## config.mk

```make
export PLATFORM = sky130hd
export DESIGN_NAME = regfile_dump
export DESIGN_NICKNAME = d
export VERILOG_FILES = /design/src/rtl/regfile_dump.sv
export SDC_FILE = /design/constraint.sdc
export NUM_CORES = 1
export LEC_CHECK = 0
export CORE_ASPECT_RATIO = 1.25
export CORE_MARGIN = 2
export CORE_UTILIZATION = 44
export DETAILED_ROUTE_END_ITERATION = 10
export GPL_TIMING_DRIVEN = 0
export PLACE_DENSITY = 0.95
export SETUP_SLACK_MARGIN = 0.15
export SLEW_MARGIN = 20
export SYNTH_ARGS = -nofsm -noshare
export SYNTH_HDL_FRONTEND = slang
export SYNTH_SLANG_ARGS = --single-unit
```

## constraint.sdc

```tcl
create_clock -name clock -period 5.45 [get_ports clock]
set_clock_uncertainty 0.1 [all_clocks]
set_input_delay 1.635 -clock clock [delete_from_list [all_inputs] [get_ports clock]]
set_output_delay 1.635 -clock clock [all_outputs]
set_load 0.005 [all_outputs]
```

## src/rtl/regfile_dump.sv

```systemverilog
// regfile_dump: streams all 32 registers of a register file as valid/ready beats.
// Optional trailing XOR-checksum beat enabled by defining REGFILE_DUMP_CHECKSUM_EN.
module regfile_dump (
  input  logic        clock,
  input  logic        reset,
  input  logic        start,
  output logic [4:0]  dump_read_idx,
  input  logic [31:0] dump_read_data,
  output logic        out_valid,
  input  logic        out_ready,
  output logic [4:0]  out_idx,
  output logic [31:0] out_data,
  output logic        out_last,
  output logic        busy,
  output logic        done
);
`ifdef REGFILE_DUMP_CHECKSUM_EN
  typedef enum logic [1:0] {IDLE, LOAD, SEND, CSUM} state_t;
  logic [31:0] acc_q;
`else
  typedef enum logic [1:0] {IDLE, LOAD, SEND} state_t;
`endif
  state_t      state_q;
  logic [4:0]  cnt_q;
  logic [4:0]  idx_q;
  logic [31:0] data_q;
  logic        valid_q;
  logic        last_q;
  logic        busy_q;
  logic        done_q;
  assign dump_read_idx = cnt_q;
  assign out_valid     = valid_q;
  assign out_idx       = idx_q;
  assign out_data      = data_q;
  assign out_last      = last_q;
  assign busy          = busy_q;
  assign done          = done_q;
  always_ff @(posedge clock) begin
    if (reset) begin
      state_q <= IDLE;
      cnt_q   <= '0;
      idx_q   <= '0;
      data_q  <= '0;
      valid_q <= 1'b0;
      last_q  <= 1'b0;
      busy_q  <= 1'b0;
      done_q  <= 1'b0;
`ifdef REGFILE_DUMP_CHECKSUM_EN
      acc_q   <= '0;
`endif
    end else begin
      done_q <= 1'b0;
      case (state_q)
        IDLE: begin
          // a start coinciding with the done pulse is dropped, not deferred
          if (start && !done_q) begin
            cnt_q   <= '0;
            busy_q  <= 1'b1;
            state_q <= LOAD;
`ifdef REGFILE_DUMP_CHECKSUM_EN
            acc_q   <= '0;
`endif
          end
        end
        LOAD: begin
          data_q  <= dump_read_data;
          idx_q   <= cnt_q;
          valid_q <= 1'b1;
`ifdef REGFILE_DUMP_CHECKSUM_EN
          last_q  <= 1'b0;
          acc_q   <= acc_q ^ dump_read_data;
`else
          last_q  <= (cnt_q == 5'd31);
`endif
          state_q <= SEND;
        end
        SEND: begin
          if (valid_q && out_ready) begin
            valid_q <= 1'b0;
            last_q  <= 1'b0;
            if (cnt_q != 5'd31) begin
              cnt_q   <= cnt_q + 5'd1;
              state_q <= LOAD;
            end else begin
`ifdef REGFILE_DUMP_CHECKSUM_EN
              state_q <= CSUM;
`else
              busy_q  <= 1'b0;
              done_q  <= 1'b1;
              state_q <= IDLE;
`endif
            end
          end
        end
`ifdef REGFILE_DUMP_CHECKSUM_EN
        CSUM: begin
          if (!valid_q) begin
            valid_q <= 1'b1;
            data_q  <= acc_q;
            idx_q   <= 5'd31;
            last_q  <= 1'b1;
          end else if (out_ready) begin
            valid_q <= 1'b0;
            last_q  <= 1'b0;
            busy_q  <= 1'b0;
            done_q  <= 1'b1;
            state_q <= IDLE;
          end
        end
`endif
        default: state_q <= IDLE;
      endcase
    end
  end
endmodule

```

==> summary by stage, run 1 <==
Status
The run finished with clean final reports.

Logic synthesis
The net count of the mapped netlist is 257. The share of flip-flops with an asynchronous set or reset is 0. The cell area that synthesis handed to floorplanning was 1770 µm². The average cell area after synthesis is 8.11 µm². The part of the Yosys area used for sequential elements is 0.544. The cell count after synthesis came out at 218.

By count the netlist is led by sky130_fd_sc_hd__nand2_1, sky130_fd_sc_hd__dfxtp_1, sky130_fd_sc_hd__a21oi_1. For this run, the leading register cell type out of synthesis is sky130_fd_sc_hd__dfxtp_1. The number of flops mapped to enable cells by yosys is 0. Summed over all instances, the cell type with the most area after synthesis is sky130_fd_sc_hd__dfxtp_1.

In this run, synthesis produced a sequential element count of 48. After synthesis, the cell types taking the most area are sky130_fd_sc_hd__dfxtp_1, sky130_fd_sc_hd__nand2_1, sky130_fd_sc_hd__a21oi_1. Of the post-synthesis cell area, the dominant cell type holds 0.544. Counting distinct cell types in the post-synthesis netlist gives 24. sky130_fd_sc_hd__nand2_1 is the most common cell in the netlist. The number of warnings reported in the yosys synthesis log is 0.

Placed design
The HPWL after detailed placement is 3540 µm. The count of input and output buffers is 80. The final RePlAce weighted congestion is 0.816.

Detailed routing
The via count is 1789. Dividing the detail-routed wire length by the instance count gives 13.0 µm. The routed metal-1 wire length is 1820 µm.

Summed over all nets, wire length on met3 after detailed routing comes to 283 µm. The highest signal layer in the routed design is met4. The overall routed net length is 4680 µm. After the first detailed-routing iteration, the DRC count stood at 75.

Dividing the detail-routed via count by the number of cells gives 4.97. The count of nets left with antenna violations after detail routing is 0. The routed design uses 2490 µm of met2 wire. The final routed DRC violation total is 0. For this run, the detailed router's first-pass iteration total came to 4.

Floorplanning
Measured along the x axis, the die boundary spans 60.7 µm. The total area inside the core boundary comes to 3820 µm². The initial utilization of the core area, before any placement, comes to 0.463. The die height is 74.9 µm.

The die covers 4540 µm². 82 I/O pins were placed. The placement row count is 25.

STA
The worst pin sits at a relative slew slack of 0.669. Hold timing on the final database bottoms out at a slack of 0.355 ns. The post-layout minimum cycle time is 3.05 ns. The number of hold-slack violations in the final timing report was 0. Static timing analysis puts the maximum clock frequency at 328 MHz. The number of max-slew violations in the final report is 0. The setup TNS is 0 ns. Setup repair after global routing left no endpoint under its margin. For the pin with the worst max-slew slack, the measured transition is 0.496 ns. The final number of setup-violating endpoints is 0. In the finished design, the share of the clock period the worst path needs comes to 0.560.

Critical path
The capture point of the worst reg-to-reg path is dump_read_idx[3]. STA puts the critical path data arrival time at 1.31 ns. In this run the number of cells on the critical path is 1.

The worst setup path is of the reg2out kind. In this design, the largest share of critical-path delay is due to buffers and inverters. The slack of the worst reg-to-reg path is 3.47 ns. The startpoint type of the worst setup path is a flop. The critical path's slowest cell is sky130_fd_sc_hd__clkdlybuf4s50_1. The signal on the critical path passes through clkdlybuf4s50_1.

For the worst setup path, the data required time is 3.72 ns. Following the worst setup path forward leads to its endpoint at dump_read_idx[2]. The largest stage delay on the critical path is 0.56 ns.

For the worst flop-to-flop path, the logic depth is 5. The highest net fanout along the worst path is 7. The number of buffers and inverters on the critical path is 1. Tracing the worst setup path back leads to its startpoint at dump_read_idx[2].

The worst setup path is captured at an output pin. The startpoint identified for the worst register-to-register timing path is dump_read_idx[0].

Power
The total power divided by cell area is 250 nW/µm². The peak supply drop is 0.199 mV. The cell leakage power is 0.950 nW.

CTS
The number of post-CTS setup repair buffers is 0. The number of sinks on the clock net is 48. The H-tree generated during clock tree synthesis spans 2 levels. The total clock buffers created by CTS is 5.

The number of buffers added to fix hold violations after cts is 0. The clock latency reported for the late side of the worst-skew pair is 0.29 ns. Clock-pin slew was measured on the worst setup and hold paths at 0.08 ns. The clock passes through at most 2 buffers. The CTS tree is yes.

The number of instances resized during post-cts repair is 0. The root buffer cell is sky130_fd_sc_hd__clkbuf_8.

Layout
The number of fill cells is 307. Of the cells placed in the final design, the portion with a size suffix greater than 1 is 0.0359. The area growth from synthesis to layout is 54.4%. The number of nets in the layout is 344. The count of antenna diodes in the layout is 0.

Global route
The via count of the first global-routing pass is 1670. Entering global routing, the biggest net connects 15 pins. The overall overflow remaining after global route is 0. The first global-routing pass estimated 7210 µm of wire. The initial antenna violation count is 0. The all-layer global routing usage is 0.210.

Job
The max-cap check violation count is 0.

Min path
The kind of path behind the tightest hold check is reg2reg. The number of cells traversed by the worst hold path is 2.
power breakdown:
part	internal [W]	switching [W]	total, W
logic	0.0000569	0.0000411	0.0000980
clock network	0.000101	0.000109	0.000210
registers	0.000365	0.00000881	0.000374
logic make-up (layout without fill, tap and decap cells):
kind of cell             count (synthesis)  in the layout  synth area share
AO/OA/AOI/OAI                           53             53             0.159
adder cells (fa/ha/maj)                  3              3            0.0212
buffers and inverters                   16            104            0.0361
flip-flops                              48             48             0.544
AND/OR/NAND/NOR                         98             98             0.241
layer usage:
metal,up-vias,global-route usage
met5,-,0
met4,0,0.0700
met3,9,0.0567
met2,64,0.392
met1,815,0.224
li1,901,-
metrics by stage:
| stage | power [W] | cells | util | instance area [µm²] | setup slack (ns) |
|---|---|---|---|---|---|
| floorplan | 0.000418 | 218 | - | 1770 | 2.83 |
| global placement | 0.000477 | 352 | 0.691 | 2640 | 2.29 |
| detailed placement | 0.000481 | 352 | 0.691 | 2640 | 2.28 |
| CTS | 0.000687 | 360 | 0.715 | 2730 | 2.40 |
| global route | 0.000713 | 360 | 0.715 | 2730 | 2.35 |
| finish | 0.000682 | 360 | 0.715 | 2730 | 2.40 |
cells in the final DEF, fill, tap and decap left out, types with 2 or more instances in the layout:
master                            instances
sky130_fd_sc_hd__clkdlybuf4s50_1         80
sky130_fd_sc_hd__nand2_1                 77
sky130_fd_sc_hd__dfxtp_1                 48
sky130_fd_sc_hd__a21oi_1                 45
sky130_fd_sc_hd__clkbuf_1                11
sky130_fd_sc_hd__clkbuf_8                 6
sky130_fd_sc_hd__o211ai_1                 5
sky130_fd_sc_hd__nand3_1                  5
sky130_fd_sc_hd__nor2b_1                  3
sky130_fd_sc_hd__buf_2                    3
sky130_fd_sc_hd__ha_1                     3
sky130_fd_sc_hd__nand4b_1                 2
sky130_fd_sc_hd__a31oi_1                  2
sky130_fd_sc_hd__nor2_1                   2
sky130_fd_sc_hd__clkinv_2                 2
final cells by class:
cell class	count	area, µm²	area share
Clock buffer	6	82.6	0.0303
Inverter	1	3.75	0.00138
Clock inverter	2	10.0	0.00367
Sequential cell	48	961	0.352
Multi-Input combinational cell	154	743	0.272
Buffer	15	60.1	0.0220
Tap cell	54	67.6	0.0248
Timing Repair Buffer	80	801	0.293
worst min-delay path by stage:
stage                             from            to  slack, ns
after floorplan            out_data[0]   out_data[0]       0.35
final                     out_data[19]  out_data[19]       0.35
after detailed placement    out_idx[4]    out_idx[4]       0.35
after global routing      out_data[30]  out_data[30]       0.37
after global placement    out_data[12]  out_data[12]       0.34
after CTS                   out_idx[4]    out_idx[4]       0.36
state kept, by name, indices dropped and copies added (netlist names):
| signal | flops |
|---|---|
| out_data | 32 |
| out_last | 1 |
| out_idx | 5 |
| done | 1 |
| state_q | 2 |
| out_valid | 1 |
| busy | 1 |
| dump_read_idx | 5 |
(Power assumes the default switching activity.)
==> run 2, diff against run 1 <==
CORE_UTILIZATION = 36   (was 44)
PLACE_DENSITY = 0.85   (was 0.95)
clock period = 2.7 ns   (was 5.45 ns; I/O delays follow)
==> run 2 against run 1 <==
Net effect: first-iteration DRC count is 6.7% higher; non-clock buffer count did not move; worst hold slack about the same; cell count rose by 1.7%; setup slack lost 1.9 ns; via count shrank 3.5%; sequential share of layout area down 0.46 points; largest cell class unchanged.
==> summary by stage, run 2 (synthesis results as in run 1) <==
Status
Outcome: completed (unchanged).

STA
Based on the critical path, the design can be clocked at up to 450 MHz. RSZ-0062 raised after global routing: no (unchanged). The share of the clock period used by the worst path after layout is 0.822. The transition time of the tightest slew-check pin came to 0.472 ns (was 0.496 ns). The number of max-slew violations in the final report is 0 (unchanged). The final number of setup-violating endpoints is 0 (unchanged). The setup TNS is 0 ns (unchanged). The worst setup slack after layout is 0.480 ns (was 2.40 ns).

The post-layout minimum cycle time is 2.22 ns. The number of hold-slack violations in the final timing report is 0 (unchanged). The worst relative slew slack is 0.685 (was 0.669).

Layout
Leading cell types in the layout, fill and taps excluded: sky130_fd_sc_hd__clkdlybuf4s50_1, sky130_fd_sc_hd__nand2_1, sky130_fd_sc_hd__dfxtp_1 (unchanged). The combined area of the multi-input logic cells is 743 µm² (unchanged). The area added between synthesis and finish came to 56.4% (was 54.4%). The non-filler instance count after layout was 366 (was 360). The number of fill cells is 413 (was 307).

The number of flip-flops under the largest register name was 32 (unchanged). The most common cell after layout, fill and taps aside is sky130_fd_sc_hd__clkdlybuf4s50_1 (unchanged). The number of nets in the layout is 344 (unchanged). The count of antenna diodes in the layout was 0 (unchanged). The footprint of the flip-flops and latches was 961 µm² (unchanged). The ratio of cells with drive above 1 in the final layout was 0.0359 (unchanged).

The final core area utilization is 0.585 (was 0.715).

Placed design
The final RePlAce weighted congestion is 0.829 (was 0.816). The post-place setup slack is 0.350 ns (was 2.28 ns). The count of input and output buffers is 80 (unchanged).

The number of placed instances with taps included is 358 (was 352). The post-detailed-placement half-perimeter wirelength is 3260 µm (was 3540 µm).

Detailed routing
The ratio of routed vias to standard cells is 4.72 (was 4.97). The starting DRC count in detailed routing was 80 (was 75). The overall routed net length came to 4380 µm (was 4680 µm).

The via count is 1727 (was 1789). The count of nets left with antenna violations after detail routing is 0 (unchanged). The final routed DRC violation total is 0 (unchanged). The routed length per placed instance is 12.0 µm (was 13.0 µm). The first-pass detailed-route iteration total is 4 (unchanged).

Min path
The number of cells traversed by the worst hold path is 2 (unchanged). The terminating pin of the worst hold path is out_idx[2] (was out_data[19]). The kind of path behind the tightest hold check is reg2reg (unchanged).

The launch point of the worst hold path is out_idx[2] (was out_data[19]).

Floorplanning
The overall die width is 66.7 µm (was 60.7 µm). The placement row count is 28 (was 25). The top-level port count is 82 (unchanged). The core region area is 4730 µm² (was 3820 µm²). The full die area came to 5490 µm² (was 4540 µm²).

The die height is 82.4 µm (was 74.9 µm). The starting density of the core is 0.374 (was 0.463).

Critical path
The largest delay contributor family on the critical path was buffers and inverters (unchanged). The worst endpoint data arrival time is 1.31 ns (about the same). The startpoint type of the worst setup path was a flop (unchanged). The largest stage delay on the critical path is 0.55 ns (was 0.56 ns). The highest net fanout along the worst path is 7 (unchanged).

The number of cells on the worst reg-to-reg path came to 5 (unchanged). The launch point of the worst reg-to-reg path is dump_read_idx[0] (unchanged). The required time of the worst setup path is 1.79 ns (was 3.72 ns). The buffering stage count on the worst path with inverters included is 1 (unchanged).

Crit-path cells: clkdlybuf4s50_1 (unchanged). The capture point of the worst reg-to-reg path was dump_read_idx[3] (unchanged). The type of the setup path with the least slack is reg2out (unchanged).

The slack of the worst reg-to-reg path was 0.71 ns (was 3.47 ns). The critical path's slowest cell is sky130_fd_sc_hd__clkdlybuf4s50_1 (unchanged). The count of cell instances traversed by the critical path came to 1 (unchanged). The type of element capturing the critical path was an output pin (unchanged).

Global route
The overall overflow remaining after global route is 0 (unchanged). The via count of the first global-routing pass is 1530 (was 1670). The global-route wire length before repair is 6640 µm (was 7210 µm). The initial antenna violation count came to 0 (unchanged). The largest net degree at the start of global routing came to 16 (was 15). The all-layer global routing usage came to 0.158 (was 0.210).

Power
The total power divided by cell area is 539 nW/µm² (was 250 nW/µm²). The peak supply drop is 0.300 mV (was 0.199 mV). The part of the total power dissipated in combinational logic is 0.131 (was 0.144). The switching power summed over all nets is 0.000336 W (was 0.000159 W). The sequential group share of total power is 0.506 (was 0.548).

The clock network fraction of total power came to 0.363 (was 0.308). The cell leakage power is 0.961 nW (was 0.950 nW). The switching share of power is 0.225 (was 0.233). The cell-internal power is 0.00115 W (was 0.000523 W).

CTS
The number of instances resized during post-cts repair is 0 (unchanged). The number of buffers between clock root and the deepest sink is 2 (unchanged). The root buffer cell is sky130_fd_sc_hd__clkbuf_8 (unchanged). The post-CTS clock slew at the launch and capture registers of the worst setup and hold paths is 0.09 ns (was 0.08 ns). The total clock buffers created by CTS came to 5 (unchanged). The number of sinks on the clock net is 48 (unchanged). The H-tree depth reported by CTS came to 2 (unchanged).

The CTS tree is yes (unchanged). The clock latency reported for the late side of the worst-skew pair is 0.30 ns (was 0.29 ns). The number of post-CTS setup repair buffers is 0 (unchanged). The number of buffers added to fix hold violations after cts is 0 (unchanged).

Job
The max-cap check violation count is 0 (unchanged).
==> run 2: final cells by class <==
class                           instances  share of cell area
Inverter                                1             0.00136
Tap cell                               60              0.0271
Buffer                                 15              0.0217
Timing Repair Buffer                   80               0.290
Clock inverter                          2              0.0140
Sequential cell                        48               0.348
Clock buffer                            6              0.0299
Multi-Input combinational cell        154               0.269
==> run 2: layer usage <==
metal / part of all wire / track usage / vias up
li1: - / - / 900
met1: 0.43 / 0.179 / 766
met2: 0.49 / 0.284 / 54
met3: 0.057 / 0.0393 / 7
met4: 0.015 / 0.0571 / 0
met5: 0 / 0 / -
==> run 2: worst max path at each step <==
stage	from	slack, ns	to
floorplan	dump_read_idx[0]	0.88	dump_read_idx[3]
global placement	start	0.36	dump_read_idx[3]
detailed placement	start	0.35	dump_read_idx[2]
CTS	dump_read_idx[2]	0.48	dump_read_idx[2]
global route	dump_read_idx[2]	0.43	dump_read_idx[2]
finish	dump_read_idx[2]	0.48	dump_read_idx[2]
==> run 2: per-stage QoR <==
stage	total power (W)	area [µm²]	hold WS, ns
after floorplan	0.000844	1770	0.353
after detailed placement	0.000969	2640	0.346
after global routing	0.00155	2770	0.373
after CTS	0.00151	2770	0.358
final	0.00149	2770	0.355
after global placement	0.000965	2640	0.341
==> run 2: power by group through the flow <==
stage	Combinational [W]	Clock [W]	Sequential (W)
2_1_floorplan	0.0000718	0	0.000772
3_3_place_gp	0.000195	0	0.000770
3_5_place_dp	0.000198	0	0.000771
4_1_cts	0.000199	0.000554	0.000755
5_1_grt	0.000217	0.000579	0.000758
6_report	0.000195	0.000541	0.000754
==> run 3, diff against run 2 <==
CORE_UTILIZATION = 40   (was 36)
PLACE_DENSITY = 0.89   (was 0.85)
clock period = 2.3 ns   (was 2.7 ns; I/O delays follow)
==> run 3 against run 2 <==
Net effect: clock power fell by 14%; largest power group unchanged; non-clock buffer count did not move; largest cell class unchanged; highest routed layer unchanged; count of clock-buffer cells in the layout did not move; combinational power rose by 18%; sequential power rose by 18%; critical path depth did not move; cell area fell by 1.6%.
==> summary by stage, run 3 (synthesis results as in run 1) <==
Status
Outcome: completed (unchanged).

Detailed routing
The overall routed net length was 4560 µm (was 4380 µm). The first-pass detailed-route iteration total was 4 (unchanged). The routed length per placed instance is 12.6 µm (was 12.0 µm). The final routed DRC violation total came to 0 (unchanged).

The ratio of routed vias to standard cells is 4.87 (was 4.72). The count of nets left with antenna violations after detail routing is 0 (unchanged). The starting DRC count in detailed routing is 79 (was 80). The via count is 1766 (was 1727).

Critical path
The largest stage delay on the critical path is 0.55 ns (about the same). The buffering stage count on the worst path with inverters included is 1 (unchanged). The capture point of the worst reg-to-reg path is dump_read_idx[3] (unchanged). The largest delay contributor family on the critical path is buffers and inverters (unchanged). The required time of the worst setup path is 1.51 ns (was 1.79 ns).

The type of the setup path with the least slack is reg2out (unchanged). The count of cell instances traversed by the critical path is 1 (unchanged). The destination of the critical timing path is dump_read_idx[0] (was dump_read_idx[2]).

Crit-path cells: clkdlybuf4s50_1 (unchanged). The startpoint type of the worst setup path is a flop (unchanged). The slack of the worst reg-to-reg path came to 0.32 ns (was 0.71 ns). The type of element capturing the critical path was an output pin (unchanged). The number of cells on the worst reg-to-reg path is 5 (unchanged). The launching instance or port of the critical path is dump_read_idx[0] (was dump_read_idx[2]). The launch point of the worst reg-to-reg path is dump_read_idx[0] (unchanged). The highest net fanout along the worst path is 6 (was 7). The worst endpoint data arrival time is 1.29 ns (was 1.31 ns). The critical path's slowest cell is sky130_fd_sc_hd__clkdlybuf4s50_1 (unchanged).

Floorplanning
The top-level port count is 82 (unchanged). The core region area is 4320 µm² (was 4730 µm²). The die height came to 78.3 µm (was 82.4 µm). The full die area is 4970 µm² (was 5490 µm²).

The starting density of the core is 0.409 (was 0.374). The placement row count is 27 (was 28). The overall die width is 63.5 µm (was 66.7 µm).

Layout
Leading cell types in the layout, fill and taps excluded: sky130_fd_sc_hd__clkdlybuf4s50_1, sky130_fd_sc_hd__nand2_1, sky130_fd_sc_hd__dfxtp_1 (unchanged). The area added between synthesis and finish is 53.9% (was 56.4%). The ratio of cells with drive above 1 in the final layout is 0.0328 (was 0.0359).

The number of nets in the layout is 344 (unchanged). The non-filler instance count after layout is 363 (was 366). The most common cell after layout, fill and taps aside is sky130_fd_sc_hd__clkdlybuf4s50_1 (unchanged). The number of flip-flops under the largest register name is 32 (unchanged). The final core area utilization is 0.629 (was 0.585). The count of antenna diodes in the layout was 0 (unchanged).

Power
The peak supply drop is 0.255 mV (was 0.300 mV). The total power divided by cell area is 581 nW/µm² (was 539 nW/µm²). The cell leakage power was 0.941 nW (was 0.961 nW).

Global route
The largest net degree at the start of global routing is 14 (was 16). The global-route wire length before repair is 7600 µm (was 6640 µm). The via count of the first global-routing pass is 1728 (was 1530). The all-layer global routing usage is 0.190 (was 0.158). The overall overflow remaining after global route came to 0 (unchanged). The initial antenna violation count is 0 (unchanged).

Placed design
The post-place setup slack is 0.0432 ns (was 0.350 ns). The post-detailed-placement half-perimeter wirelength is 3460 µm (was 3260 µm). The number of placed instances with taps included is 356 (was 358). The count of input and output buffers is 80 (unchanged). The final RePlAce weighted congestion is 0.817 (was 0.829).

CTS
The CTS tree is yes (unchanged). The root buffer cell is sky130_fd_sc_hd__clkbuf_8 (unchanged). The H-tree depth reported by CTS is 2 (unchanged). The number of post-CTS setup repair buffers was 0 (unchanged). The clock latency reported for the late side of the worst-skew pair is 0.29 ns (was 0.30 ns). The number of buffers added to fix hold violations after cts came to 0 (unchanged). The number of sinks on the clock net came to 48 (unchanged). The total clock buffers created by CTS is 5 (unchanged). The number of buffers between clock root and the deepest sink was 2 (unchanged). The post-CTS clock slew at the launch and capture registers of the worst setup and hold paths is 0.08 ns (was 0.09 ns).

STA
Dividing the final minimum period by the clock period gives 0.902. The transition time of the tightest slew-check pin is 0.474 ns (was 0.472 ns). The setup TNS is 0 ns (unchanged).

The worst setup slack after layout came to 0.225 ns (was 0.480 ns). Based on the critical path, the design can be clocked at up to 482 MHz. The worst relative slew slack came to 0.684 (was 0.685). The number of hold-slack violations in the final timing report was 0 (unchanged). The final number of setup-violating endpoints is 0 (unchanged). The number of max-slew violations in the final report was 0 (unchanged).

RSZ-0062 raised after global routing: no (unchanged). Counting I/O delays and the setup requirement, the final critical path takes 2.08 ns.

Job
The max-cap check violation count is 0 (unchanged).

Min path
The number of cells traversed by the worst hold path is 2 (unchanged). The kind of path behind the tightest hold check is reg2reg (unchanged).
==> run 3: worst min path at each step <==
stage / slack, ns / from / to
6_report: 0.35 / out_idx[3] / out_idx[3]
2_1_floorplan: 0.35 / out_data[0] / out_data[0]
3_5_place_dp: 0.35 / out_idx[3] / out_idx[3]
5_1_grt: 0.38 / out_data[10] / out_data[10]
3_3_place_gp: 0.34 / out_data[23] / out_data[23]
4_1_cts: 0.36 / out_data[26] / out_data[26]
==> run 3: power by group <==
part	switching, W	leakage (nW)	internal [W]
clock	0.000257	0.0410	0.000207
sequential	0.0000206	0.391	0.000865
combinational	0.0000956	0.509	0.000135
==> run 3: timing repair <==
| action | in CTS | in global routing |
|---|---|---|
| endpoints found under the hold margin | 0 | 0 |
| endpoints found under the setup margin | 0 | 1 |
| resized for setup | 0 | 1 |
==> run 3: layout make-up <==
class                           count  area [µm²]
Clock buffer                        6        72.6
Multi-Input combinational cell    154         743
Buffer                             15        60.1
Tap cell                           58        72.6
Fill cell                         401        1600
Clock inverter                      1        5.00
Sequential cell                    48         962
Inverter                            1        3.75
Timing Repair Buffer               80         801
==> run 3: layer usage <==
layer,up-vias,global-route usage,share of wire
li1,899,-,-
met1,806,0.209,0.41
met2,55,0.354,0.52
met3,6,0.0473,0.057
met4,0,0.0630,0.011
met5,-,0,0
==> run 3: stage by stage <==
stage	hold slack, ns	cell area (µm²)	total power (W)
2_1_floorplan	0.353	1770	0.000991
5_1_grt	0.376	2720	0.00166
3_3_place_gp	0.340	2640	0.00113
4_1_cts	0.357	2720	0.00160
6_report	0.355	2720	0.00158
3_5_place_dp	0.345	2640	0.00114
